[src/rtl/ddr3_ctrl_pkg.sv]
// Shared definitions for the DDR3 command sequencer: command encodings,
// sequencer states, address field widths and the mode-register table.
package ddr3_ctrl_pkg;

  localparam int ROW_W  = 14;
  localparam int BANK_W = 3;
  localparam int COL_W  = 10;
  localparam int ADDR_W = ROW_W + BANK_W + COL_W;
  localparam int AP_BIT = 10;

  // {cs_n, ras_n, cas_n, we_n}
  localparam logic [3:0] CMD_NOP = 4'b0111;
  localparam logic [3:0] CMD_ACT = 4'b0011;
  localparam logic [3:0] CMD_RD  = 4'b0101;
  localparam logic [3:0] CMD_WR  = 4'b0100;
  localparam logic [3:0] CMD_REF = 4'b0001;
  localparam logic [3:0] CMD_MRS = 4'b0000;

  typedef enum logic [2:0] {
    CKE_WAIT,
    MRS,
    IDLE,
    ACT,
    RW,
    RW_WAIT,
    REF_WAIT
  } state_e;

  // Mode register values, indexed by MR number
  function automatic logic [ROW_W-1:0] mrValue(input logic [1:0] mr);
    case (mr)
      2'd0:    return 14'h0520;
      2'd1:    return 14'h0044;
      2'd2:    return 14'h0008;
      default: return 14'h0000;
    endcase
  endfunction

  // Initialisation writes the mode registers in the order MR2, MR3, MR1, MR0
  function automatic logic [BANK_W-1:0] mrsBank(input logic [1:0] step);
    case (step)
      2'd0:    return 3'd2;
      2'd1:    return 3'd3;
      2'd2:    return 3'd1;
      default: return 3'd0;
    endcase
  endfunction

  function automatic logic [ROW_W-1:0] mrsAddr(input logic [1:0] step);
    logic [BANK_W-1:0] mr;
    mr = mrsBank(step);
    return mrValue(mr[1:0]);
  endfunction

endpackage

[src/rtl/ddr3_refresh_timer.sv]
// Refresh interval timer: raises pending every TREFI clocks while enabled;
// a further expiry while pending is still set does not stack a second request.
module ddr3_refresh_timer #(
  parameter int TREFI = 3120
) (
  input  logic clk,
  input  logic rst,
  input  logic enable,
  input  logic ack,
  output logic pending
);

  localparam int TW = $clog2(TREFI + 1);

  logic [TW-1:0] cnt_q, cnt_d;
  logic          pending_q, pending_d;

  always_comb begin
    cnt_d     = cnt_q;
    pending_d = pending_q & ~ack;
    if (enable) begin
      if (cnt_q == TW'(TREFI - 1)) begin
        cnt_d     = '0;
        pending_d = 1'b1;
      end else begin
        cnt_d = cnt_q + TW'(1);
      end
    end
  end

  always_ff @(posedge clk) begin
    if (rst) begin
      cnt_q     <= '0;
      pending_q <= 1'b0;
    end else begin
      cnt_q     <= cnt_d;
      pending_q <= pending_d;
    end
  end

  assign pending = pending_q;

endmodule

[src/rtl/ddr3_cmd_seq.sv]
// DDR3 command sequencer: power-up/mode-register initialisation, single
// closed-page read/write per request with auto-precharge, and periodic refresh.
module ddr3_cmd_seq
  import ddr3_ctrl_pkg::*;
#(
  parameter int INIT_CYCLES = 200,
  parameter int TMRD        = 4,
  parameter int TRCD        = 6,
  parameter int TRC         = 20,
  parameter int TRFC        = 64,
  parameter int TREFI       = 3120
) (
  input  logic              clk,
  input  logic              rst,
  input  logic              req_valid,
  output logic              req_ready,
  input  logic              req_we,
  input  logic [ADDR_W-1:0] req_addr,
  output logic              init_done,
  output logic              rd_issue,
  output logic              wr_issue,
  output logic              ddr3_cke,
  output logic              ddr3_cs_n,
  output logic              ddr3_ras_n,
  output logic              ddr3_cas_n,
  output logic              ddr3_we_n,
  output logic [BANK_W-1:0] ddr3_ba,
  output logic [ROW_W-1:0]  ddr3_addr
);

  localparam int M1 = (INIT_CYCLES > TREFI) ? INIT_CYCLES : TREFI;
  localparam int M2 = (M1 > TRFC) ? M1 : TRFC;
  localparam int M3 = (M2 > TRC) ? M2 : TRC;
  localparam int CW = $clog2(M3 + 1);

  if (TRC < TRCD + 2) begin : gTrcCheck
    $fatal(1, "ddr3_cmd_seq: TRC must be at least TRCD+2");
  end
  if (TRCD < 2 || TRFC < 2) begin : gMinCheck
    $fatal(1, "ddr3_cmd_seq: TRCD and TRFC must be at least 2");
  end

  state_e            state_q, state_d;
  logic [CW-1:0]     cnt_q, cnt_d;
  logic [1:0]        mrStep_q, mrStep_d;
  logic              initDone_q, initDone_d;
  logic              cke_q, cke_d;
  logic [3:0]        cmd_q, cmd_d;
  logic [BANK_W-1:0] ba_q, ba_d;
  logic [ROW_W-1:0]  addr_q, addr_d;
  logic              rdIssue_q, rdIssue_d;
  logic              wrIssue_q, wrIssue_d;
  logic              reqWe_q, reqWe_d;
  logic [BANK_W-1:0] reqBank_q, reqBank_d;
  logic [COL_W-1:0]  reqCol_q, reqCol_d;
  logic              refPending;
  logic              refAck;

  ddr3_refresh_timer #(.TREFI(TREFI)) uRefTimer (
    .clk     (clk),
    .rst     (rst),
    .enable  (initDone_q),
    .ack     (refAck),
    .pending (refPending)
  );

  assign req_ready = (state_q == IDLE) && initDone_q && !refPending;

  // cnt_q counts cycles since the last command that opened a timed window
  // (ACT or REF), so RW_WAIT/REF_WAIT leave one cycle early for the
  // registered command outputs to land exactly on TRC/TRFC.
  always_comb begin
    state_d    = state_q;
    cnt_d      = cnt_q;
    mrStep_d   = mrStep_q;
    initDone_d = initDone_q;
    cke_d      = cke_q;
    cmd_d      = CMD_NOP;
    ba_d       = '0;
    addr_d     = '0;
    rdIssue_d  = 1'b0;
    wrIssue_d  = 1'b0;
    reqWe_d    = reqWe_q;
    reqBank_d  = reqBank_q;
    reqCol_d   = reqCol_q;
    refAck     = 1'b0;
    case (state_q)
      CKE_WAIT: begin
        cnt_d = cnt_q + CW'(1);
        if (cnt_q == CW'(INIT_CYCLES - 1)) begin
          cke_d    = 1'b1;
          cnt_d    = '0;
          mrStep_d = '0;
          state_d  = MRS;
        end
      end
      MRS: begin
        if (cnt_q == '0) begin
          cmd_d  = CMD_MRS;
          ba_d   = mrsBank(mrStep_q);
          addr_d = mrsAddr(mrStep_q);
        end
        cnt_d = cnt_q + CW'(1);
        if (cnt_q == CW'(TMRD - 1)) begin
          cnt_d = '0;
          if (mrStep_q == 2'd3) begin
            initDone_d = 1'b1;
            state_d    = IDLE;
          end else begin
            mrStep_d = mrStep_q + 2'd1;
          end
        end
      end
      IDLE: begin
        cnt_d = '0;
        if (refPending) begin
          cmd_d   = CMD_REF;
          refAck  = 1'b1;
          state_d = REF_WAIT;
        end else if (req_valid && req_ready) begin
          cmd_d     = CMD_ACT;
          ba_d      = req_addr[COL_W +: BANK_W];
          addr_d    = req_addr[COL_W + BANK_W +: ROW_W];
          reqWe_d   = req_we;
          reqBank_d = req_addr[COL_W +: BANK_W];
          reqCol_d  = req_addr[COL_W-1:0];
          state_d   = ACT;
        end
      end
      ACT: begin
        cnt_d = cnt_q + CW'(1);
        if (cnt_q == CW'(TRCD - 2)) state_d = RW;
      end
      RW: begin
        cmd_d               = reqWe_q ? CMD_WR : CMD_RD;
        ba_d                = reqBank_q;
        addr_d[COL_W-1:0]   = reqCol_q;
        addr_d[AP_BIT]      = 1'b1;
        rdIssue_d           = !reqWe_q;
        wrIssue_d           = reqWe_q;
        cnt_d               = cnt_q + CW'(1);
        state_d             = RW_WAIT;
      end
      RW_WAIT: begin
        cnt_d = cnt_q + CW'(1);
        if (cnt_q == CW'(TRC - 2)) state_d = IDLE;
      end
      REF_WAIT: begin
        cnt_d = cnt_q + CW'(1);
        if (cnt_q == CW'(TRFC - 2)) state_d = IDLE;
      end
      default: state_d = CKE_WAIT;
    endcase
  end

  always_ff @(posedge clk) begin
    if (rst) begin
      state_q    <= CKE_WAIT;
      cnt_q      <= '0;
      mrStep_q   <= '0;
      initDone_q <= 1'b0;
      cke_q      <= 1'b0;
      cmd_q      <= CMD_NOP;
      ba_q       <= '0;
      addr_q     <= '0;
      rdIssue_q  <= 1'b0;
      wrIssue_q  <= 1'b0;
      reqWe_q    <= 1'b0;
      reqBank_q  <= '0;
      reqCol_q   <= '0;
    end else begin
      state_q    <= state_d;
      cnt_q      <= cnt_d;
      mrStep_q   <= mrStep_d;
      initDone_q <= initDone_d;
      cke_q      <= cke_d;
      cmd_q      <= cmd_d;
      ba_q       <= ba_d;
      addr_q     <= addr_d;
      rdIssue_q  <= rdIssue_d;
      wrIssue_q  <= wrIssue_d;
      reqWe_q    <= reqWe_d;
      reqBank_q  <= reqBank_d;
      reqCol_q   <= reqCol_d;
    end
  end

  assign {ddr3_cs_n, ddr3_ras_n, ddr3_cas_n, ddr3_we_n} = cmd_q;
  assign ddr3_cke  = cke_q;
  assign ddr3_ba   = ba_q;
  assign ddr3_addr = addr_q;
  assign init_done = initDone_q;
  assign rd_issue  = rdIssue_q;
  assign wr_issue  = wrIssue_q;

endmodule

[config.mk]
export PLATFORM = sky130hd
export DESIGN_NAME = ddr3_cmd_seq
export DESIGN_NICKNAME = d
export VERILOG_FILES = /design/src/rtl/ddr3_ctrl_pkg.sv /design/src/rtl/ddr3_refresh_timer.sv /design/src/rtl/ddr3_cmd_seq.sv
export SDC_FILE = /design/constraint.sdc
export NUM_CORES = 1
export LEC_CHECK = 0
export ABC_AREA = 1
export CAP_MARGIN = 20
export CORE_MARGIN = 1.5
export CORE_UTILIZATION = 43
export DETAILED_ROUTE_END_ITERATION = 10
export HOLD_SLACK_MARGIN = 0.1
export PLACE_DENSITY = 0.68
export SYNTH_ARGS = -nofsm -noshare
export SYNTH_HDL_FRONTEND = slang
export SYNTH_SLANG_ARGS = --single-unit
[constraint.sdc]
create_clock -name clk -period 2.05 [get_ports clk]
set_clock_uncertainty 0.2 [all_clocks]
set_input_delay 0.3075 -clock clk [delete_from_list [all_inputs] [get_ports clk]]
set_output_delay 0.3075 -clock clk [all_outputs]
set_load 0.02 [all_outputs]
== Yosys cells after proc, flatten, opt, wreduce, memory -nomap -nowiden ==
Index checks and enable logic that the tools add are counted.
Storage, ports and cells
  bits in registers: 69
  latch bits: 0
  bits in writable memories: 0
  ROM bits: 0
  input port bits: 31
  output and inout bits: 26
  logic and storage cells: 104
  memories: 0
Operators by class
  add/sub/neg operators: 3
  multiply operators: 0
  div/mod/pow operators: 0
  order comparisons: 0
  equality and inequality tests: 25
  shift operators: 0
  muxes and demuxes: 39
  bitwise operators: 4
  reductions and logical operators: 18
Operator list (count)
  $pmux 11 s3: 2
  $pmux 12 s4: 1
  $mux 3: 13
  $mux 12: 3
  $mux 14: 2
  $add 12x1->12 const B: 2
  $pmux 3 s7: 1
  $pmux 3 s3: 2
  $ne 2x2->1 const B: 7
  $eq 12x12->1 const B: 1
  $eq 12x2->1 const B: 1
  $eq 12x3->1 const B: 1
  $eq 12x5->1 const B: 1
  $eq 12x6->1 const B: 1
  $eq 12x8->1 const B: 1
  $logic_not 12->1: 1
  $mux 2: 6
  $mux 11: 1
  $eq 3x3->1 const B: 3
  $reduce_and 7->1: 1
  $eq 2x2->1 const B: 3
  $eq 3x2->1 const B: 2
  $pmux 2 s3: 1
  $pmux 3 s2: 1
  other kinds (19): 31

== Depth between registers and ports, before layout ==
Gate-level depths: netlist of run 1.
  depth after elaboration: 8
  gate-level depth with buffers: 11
  depth with buffers taken out: 11

== By module ==
From an unflattened synthesis of run 1, not the netlist that was laid out.
Unflattened totals
  cells, all modules: 448
  area, all modules: 3298.2 µm²
Modules (own cells, without submodules)
  ddr3_cmd_seq: instances 1, cells an instance 349, area each 2620.0 µm², sequential area each 1101.1 µm²
  ddr3_refresh_timer: instances 1, cells an instance 99, area each 678.2 µm², sequential area each 260.2 µm²

== Worst setup path before layout of run 1 ==
No wires, ideal clock.
  kind: flip-flop to flip-flop
  start: register initDone_q (netlist: init_done)
  end: register uRefTimer.cnt_q[11]
  setup time: 0.117 ns
  arrival: 1.387 ns
  data required time: 1.733 ns
  slack: 0.346 ns
  stages on the path, launching flop included: 9
  path buffers: 1
  period minus slack after synthesis: 1.704 ns
  cells stage by stage: dfxtp_1 -> buf_4 -> nand2_1 -> nor2_1 -> nand4_1 -> nor2_1 -> nand3_1 -> o21ai_0 -> nor2_1
RTL lines
  from (decl): RTL line ddr3_cmd_seq.sv:46  | logic initDone_q, initDone_d;
  from (signal assigned): RTL line ddr3_cmd_seq.sv:175  | initDone_q <= initDone_d;
  to (signal assigned): RTL line ddr3_refresh_timer.sv:36  | cnt_q <= cnt_d;
  to (decl): RTL line ddr3_refresh_timer.sv:15  | logic [TW-1:0] cnt_q, cnt_d;

== Worst setup path after layout of run 1 ==
  start: register state_q[1]
  end: output port req_ready
Between the ends
  longest elaborated chain between the ends: 3
Ends and longest elaborated chain
  from (decl): RTL line ddr3_cmd_seq.sv:43  | state_e state_q, state_d;
  from (signal assigned): RTL line ddr3_cmd_seq.sv:172  | state_q <= state_d;
  $eq 3x2->1: RTL line ddr3_cmd_seq.sv:67  | assign req_ready = (state_q == IDLE) && initDone_q && !refPending;
  $logic_and 1x1->1 (2 in series): RTL line ddr3_cmd_seq.sv:67
  to (decl): RTL line ddr3_cmd_seq.sv:16  | output logic req_ready,
No other way between the ends.

==> impl_results.rst, run 1 <==
.. list-table::
   :header-rows: 1

   * - Metric
     - Value
   * - Antenna violations before repair
     - 0
   * - Count of H-tree levels built during CTS
     - 3
   * - Drt wl/cell
     - 12.0 um
   * - Nature of the critical path endpoint
     - primary output
   * - Startpoint of the tightest hold check path
     - reqWe_q
   * - Area taken by multi-input logic gates
     - 0.00160 mm2
   * - Reg clk slew, reported paths
     - 0.07 ns
   * - Number of enable flip-flop cells after synthesis
     - 0
   * - Number of standard cells after synthesis
     - 445
   * - Clock latency reported for the late side of the worst-skew pair
     - 0.34 ns
   * - Worst slack after detailed placement
     - 0.123 ns
   * - Register-to-register setup slack
     - 0.22 ns
   * - DR pass1 iterations
     - 4
   * - Endpoint with the worst hold slack
     - rd_issue
   * - Leading cell type in the layout, fill and taps excluded
     - nand2_1
   * - Count of endpoints failing setup in the final report
     - 0
   * - Slew Limit Fails
     - 0
   * - Number of diodes
     - 0
   * - Number of distinct standard cells referenced by the synthesized netlist
     - 35
   * - Via count
     - 2,956
   * - Worst hold path stage count
     - 1
   * - Final RePlAce weighted congestion
     - 0.853
   * - Maximum number of pins on one net before global-route repair
     - 34
   * - Fraction of layout instances using a drive strength above 1
     - 0.0884
   * - Core area
     - 0.00725 mm2
   * - Required time of the worst setup path
     - 1.54 ns
   * - Startpoint type of the worst setup path
     - flip-flop
   * - Clock period minus final worst setup slack
     - 1.85 ns
   * - Overflow left after global routing
     - 0
   * - Area growth syn-to-layout
     - 26.9%
   * - Period utilization
     - 0.902
   * - TritonCTS clock tree
     - yes
   * - Placed cell count
     - 593
   * - Number of sinks driven by the clock tree
     - 68
   * - Count of filler cells inserted in the layout
     - 703
   * - Leakage power
     - 1.65 nW
   * - Setup ws final
     - 0.201 ns
   * - Number of cell instances on the worst register-to-register path
     - 8
   * - Average instance area after synthesis
     - 7.21 um2
   * - Unrepaired setup endpoints after global routing
     - false
   * - Number of buffers inserted during clock tree synthesis
     - 9
   * - Fin. Hold Viols
     - 0
   * - Synth Register Bits
     - 68
   * - Initial detailed-routing violation count
     - 130
   * - Max cap viols
     - 0
   * - Final cell count without fillers
     - 608
   * - Area of the mapped netlist
     - 0.00321 mm2
   * - Die area
     - 0.00799 mm2
   * - Vias in the first global route
     - 2,666
   * - Maximum operating frequency
     - 541 MHz
   * - Combined flip-flop and latch cell area
     - 0.00136 mm2
   * - Power density over the cells
     - 655 mW/mm2
   * - Dominant synthesized flop cell
     - dfxtp_1
   * - Final net count
     - 546
   * - Count of port buffers added during placement
     - 55
   * - Die Y-Extent
     - 89.4 um
   * - Class of the worst hold path
     - flip-flop to flip-flop
   * - Initial Util
     - 0.443
   * - Category of the critical setup timing path
     - flip-flop to primary output
   * - Count of hold buffers inserted by post-cts repair
     - 0
   * - Post-route worst hold slack
     - 0.220 ns
   * - Outcome
     - complete, no violations
   * - Max clock buf depth
     - 2
   * - Global-route wire length before repair
     - 11,800 um
   * - Setup_tns
     - 0 ns
   * - DPL Wire Length
     - 5390 um
   * - Via-per-instance ratio
     - 4.86
   * - Die width
     - 89.4 um
   * - Tot GR Track Use
     - 0.193
   * - Root cell of the clock tree
     - clkbuf_8
   * - Cell Rows
     - 31
   * - Async SR Flop Fraction
     - 0
   * - Syn Nets
     - 486
   * - Design Power
     - 2.67 mW
   * - Post-detailed-route DRC marker count
     - 0
   * - Number of primary I/O pins
     - 57
   * - Worst R2R Start
     - init_done
   * - Reg2reg end
     - uRefTimer.cnt_q[11]
   * - Number of warnings reported in the yosys synthesis log
     - 0
   * - Maximum resistive drop on vdd
     - 374 uV
   * - WP data arrival
     - 1.34 ns
   * - Maximum fanout encountered on the critical timing path
     - 5
   * - Total detailed-routing wirelength
     - 7310 um
   * - Antenna violation net count after detailed routing
     - 0
   * - Share of synthesized area occupied by flip-flops and latches
     - 0.424
   * - Most frequent cells in the layout
     - nand2_1, nor2_1, dfxtp_1
## cell families (layout without fill, tap and decap cells)
family	Yosys count	count (layout)	share of synthesized area
fa+ha+maj	10	10	0.0390
flops	68	68	0.424
other cells	1	1	0.00117
simple gates	232	232	0.321
buf+inv	61	125	0.0787
compound gates	65	65	0.114
xor+xnor	8	8	0.0218
## worst max-delay path: stages, from the launching register on
cell and delay [ns]:
dfxtp_1 0.41, inv_2 0.10, nor2_4 0.13, nand2_4 0.09, nor2_8 0.10, clkbuf_2 0.18
## metal layers
metal / track usage / share of wire / vias up
met4: 0.0727 / 0.014 / 0
met2: 0.300 / 0.45 / 67
li1: - / - / 1537
met3: 0.0443 / 0.046 / 11
met1: 0.260 / 0.48 / 1341
met5: 0 / 0 / -
## final cells by class
cell class,instances,share of cell area
multi-input combinational,316,0.393
timing repair buffer,61,0.145
clock inverter,4,0.0181
sequential,68,0.334
inverter,49,0.0451
tap,99,0.0304
clock buffer,11,0.0347
## Yosys cell counts, types with 3 or more instances
master | number | share of area
a21oi_1 | 37 | 0.058
nand3_1 | 25 | 0.039
a22oi_1 | 9 | 0.021
dfxtp_1 | 68 | 0.42
ha_1 | 10 | 0.039
xor2_1 | 7 | 0.019
nor2_4 | 3 | 0.011
nand2_2 | 4 | 0.0078
nand2_1 | 105 | 0.12
nor2_1 | 70 | 0.082
nand4_1 | 7 | 0.014
clkbuf_1 | 4 | 0.0047
buf_4 | 3 | 0.0070
inv_1 | 43 | 0.050
o21ai_1 | 3 | 0.0047
o21ai_0 | 10 | 0.016
inv_2 | 6 | 0.0070
buf_2 | 4 | 0.0062
nor3_1 | 6 | 0.0094
## how the worst max path moves through the flow
stage / start / end / slack [ns] / depth (start not counted)
6_report: state_q[1] / req_ready / 0.20 / 5
5_1_grt: init_done / uRefTimer.cnt_q[11] / 0.02 / 8
4_1_cts: state_q[1] / req_ready / 0.02 / 5
3_5_place_dp: state_q[1] / req_ready / 0.12 / 5
3_3_place_gp: state_q[1] / req_ready / 0.15 / 5
2_1_floorplan: init_done / uRefTimer.cnt_q[11] / 0.35 / 8
## repair_timing
item | 4_1_cts | 5_1_grt
resized for setup | 1 | 3
endpoints found under the setup margin | 1 | 10
setup buffers | 0 | 0
## per-stage QoR
step | area, um2 | utilization
5_1_grt | 4070 | 0.562
6_report | 4070 | 0.562
3_3_place_gp | 3860 | 0.532
4_1_cts | 4080 | 0.562
2_1_floorplan | 3210 | -
3_5_place_dp | 3860 | 0.532
## sequential cells by signal, indices dropped and copies added (netlist names), 3 cells and up
register and flops:
cmd_q 3, state_q 3, uRefTimer.cnt_q 12, ddr3_ba 3, reqCol_q 10, reqBank_q 3
cnt_q 12, ddr3_addr 14
## where the power goes
part           switching, mW  total, mW  internal, mW  leakage (nW)
sequential           0.00614       1.33          1.33         0.548
combinational         0.0562      0.127        0.0711         0.995
clock                  0.497       1.21         0.712         0.109
(Power assumes the default switching activity.)
==> run 2, diff against run 1 <==
--- a/config.mk
+++ b/config.mk
@@ -14,4 +14,5 @@
 export PLACE_DENSITY = 0.68
 export SYNTH_ARGS = -nofsm -noshare
 export SYNTH_HDL_FRONTEND = slang
+export SYNTH_HIERARCHICAL = 1
 export SYNTH_SLANG_ARGS = --single-unit
==> impl_results.rst, run 2 <==
.. list-table::
   :header-rows: 1

   * - Metric
     - Value
   * - Final RePlAce weighted congestion
     - 0.861
   * - Reg clk slew, reported paths
     - 0.08 ns
   * - List of most frequent post-synthesis cells
     - nand2_1, nor2_1, dfxtp_1
   * - Startpoint type of the worst setup path
     - flip-flop
   * - Via count
     - 2,965
   * - Area fraction of the dominant cell type after synthesis
     - 0.413
   * - WP depth
     - 2
   * - Post-detailed-route DRC marker count
     - 0
   * - Initial Util
     - 0.450
   * - Buffers plus inverters on the worst setup path
     - 2
   * - Leading cell type in the layout, fill and taps excluded
     - nand2_1
   * - Total detailed-routing wirelength
     - 7330 um
   * - Via-per-instance ratio
     - 4.79
   * - Synth top area cells
     - dfxtp_1, nand2_1, nor2_1, inv_1, a21oi_1
   * - Global-route wire length before repair
     - 12,900 um
   * - Required time of the worst setup path
     - 1.54 ns
   * - Met2 usage
     - 0.304
   * - Average instance area after synthesis
     - 7.36 um2
   * - Number of diodes
     - 0
   * - Count of endpoints failing setup in the final report
     - 0
   * - Die Y-Extent
     - 90.6 um
   * - Core area
     - 0.00733 mm2
   * - Async SR Flop Fraction
     - 0
   * - Drt wl/cell
     - 11.8 um
   * - Clock latency reported for the late side of the worst-skew pair
     - 0.34 ns
   * - Largest area contributor in the synthesized netlist
     - dfxtp_1
   * - Worst slack after detailed placement
     - 0.157 ns
   * - Family with the most delay on the worst path
     - buffers and inverters
   * - Die area
     - 0.00820 mm2
   * - Worst hold path stage count
     - 2
   * - Fin. Hold Viols
     - 0
   * - Count of port buffers added during placement
     - 55
   * - Outcome
     - complete, no violations
   * - Fraction of met3 tracks used by global routing
     - 0.0370
   * - Maximum resistive drop on vdd
     - 363 uV
   * - Root cell of the clock tree
     - clkbuf_8
   * - Post-route worst hold slack
     - 0.252 ns
   * - Dominant synthesized flop cell
     - dfxtp_1
   * - Max FFs per register
     - 14
   * - Number of distinct standard cells referenced by the synthesized netlist
     - 42
   * - Count of hold buffers inserted by post-cts repair
     - 0
   * - Nature of the critical path endpoint
     - primary output
   * - Count of H-tree levels built during CTS
     - 3
   * - Placed cell count
     - 604
   * - Share of synthesized area occupied by flip-flops and latches
     - 0.413
   * - Maximum fanout encountered on the critical timing path
     - 9
   * - Clock period minus final worst setup slack
     - 1.97 ns
   * - Area of the mapped netlist
     - 0.00330 mm2
   * - Antenna violation net count after detailed routing
     - 0
   * - Area growth syn-to-layout
     - 27.6%
   * - Core occupancy in the finished layout
     - 0.574
   * - Number of cell instances on the worst register-to-register path
     - 8
   * - Count of filler cells inserted in the layout
     - 686
   * - Number of standard cells after synthesis
     - 448
   * - DPL Wire Length
     - 5430 um
   * - DR pass1 iterations
     - 4
   * - Category of the critical setup timing path
     - flip-flop to primary output
   * - Class of the worst hold path
     - flip-flop to flip-flop
   * - Synth Register Bits
     - 68
   * - Die width
     - 90.6 um
   * - Syn Nets
     - 489
   * - Delay of the slowest critical-path stage
     - 0.61 ns
   * - Setup ws final
     - 0.0826 ns
   * - Dominant cell by count in the synthesized netlist
     - nand2_1
   * - Maximum operating frequency
     - 508 MHz
   * - Max cap viols
     - 0
   * - Power density over the cells
     - 847 mW/mm2
   * - Fraction of layout instances using a drive strength above 1
     - 0.142
   * - Max clock buf depth
     - 2
   * - Number of warnings reported in the yosys synthesis log
     - 6
   * - Final net count
     - 557
   * - Initial detailed-routing violation count
     - 76
   * - Slew Limit Fails
     - 0
   * - Number of buffers inserted during clock tree synthesis
     - 9
   * - Tot GR Track Use
     - 0.192
   * - Overflow left after global routing
     - 0
   * - Leakage power
     - 1.70 nW
   * - Number of enable flip-flop cells after synthesis
     - 0
   * - Number of sinks driven by the clock tree
     - 68
   * - Cell Rows
     - 31
   * - Maximum number of pins on one net before global-route repair
     - 20
   * - Unrepaired setup endpoints after global routing
     - false
   * - Setup_tns
     - 0 ns
   * - Vias in the first global route
     - 2,855
   * - Antenna violations before repair
     - 0
   * - Number of primary I/O pins
     - 57
   * - Most crowded layer after global routing
     - met2
   * - Most frequent cells in the layout
     - nand2_1, nor2_1, dfxtp_1
   * - Final cell count without fillers
     - 619
   * - TritonCTS clock tree
     - yes
   * - Slowest cell on the critical path
     - clkdlybuf4s50_1
   * - Global-route met1 utilization
     - 0.257
   * - WP data arrival
     - 1.46 ns
   * - Period utilization
     - 0.960
   * - Sequence of cells on the critical path
     - buf_4 > clkdlybuf4s50_1
[run 2: changes by cell type in the layout (fill, tap and decap cells not counted), sizes merged, moves of 3 or more]
cell | before | now
xor2 | 7 | 3
o22ai | 1 | 4
o21ai | 13 | 20
inv | 49 | 58
nor3 | 8 | 12
a31oi | 1 | 4
nor2 | 76 | 85
a21oi | 37 | 29
clkbuf | 12 | 9
nand2 | 111 | 100
buf | 6 | 13
a22oi | 9 | 0
[run 2: repair_timing]
item,in CTS,in global routing
gates resized for setup,1,1
endpoints found under the setup margin,1,1
buffers inserted,0,0
[run 2: worst min-delay path, stage by stage (launching register included)]
cell,delay (ns)
dfxtp_1,0.31
nand2_1,0.06
a21oi_1,0.05
[run 2: stage by stage]
stage / total power [mW] / instance area (um2)
final: 3.56 / 4210
after global routing: 3.77 / 4210
after CTS: 3.58 / 4210
after detailed placement: 2.38 / 4000
after global placement: 2.36 / 4000
after floorplan: 2.07 / 3300
[run 2: layer usage]
metal | routed length (um) | vias up
met2 | 3280 | 60
met3 | 286 | 11
met1 | 3650 | 1341
met4 | 126 | 0
met5 | 0 | -
li1 | - | 1553
[run 2: path summary, 6_finish.rpt]
check | start | endpoint | slack [ns]
setup / recovery | init_done | init_done | 0.08
hold / removal | reqCol_q[4] | ddr3_addr[4] | 0.25
setup reg to reg | cnt_q[0] | cnt_q[8] | 0.15
hold reg to reg | reqCol_q[4] | ddr3_addr[4] | 0.25
[run 2: logic make-up (layout without fill, tap and decap cells)]
| logic type | Yosys count | count (layout) | share of synthesized area |
|---|---|---|---|
| other | 1 | 1 | 0.00114 |
| adders and majority gates | 10 | 10 | 0.0379 |
| buffers and inverters | 69 | 141 | 0.0895 |
| and+or+nand+nor | 234 | 234 | 0.343 |
| AOI/OAI and AO/OA | 61 | 61 | 0.103 |
| xor gates and xnor gates | 5 | 5 | 0.0133 |
| DFF | 68 | 68 | 0.413 |
[run 2: final cells by class]
| type | instances | area (um2) | area share |
|---|---|---|---|
| tap | 99 | 124 | 0.0294 |
| clock inverter | 6 | 88.8 | 0.0211 |
| sequential | 68 | 1360 | 0.324 |
| timing repair buffer | 68 | 648 | 0.154 |
| clock buffer | 9 | 124 | 0.0294 |
| multi-input combinational | 311 | 1640 | 0.390 |
| inverter | 58 | 220 | 0.0523 |
[run 2: power by group]
part	total (mW)	switching (mW)	internal [mW]
sequential	1.46	0.0641	1.40
clock	1.21	0.531	0.680
combinational	0.890	0.531	0.359
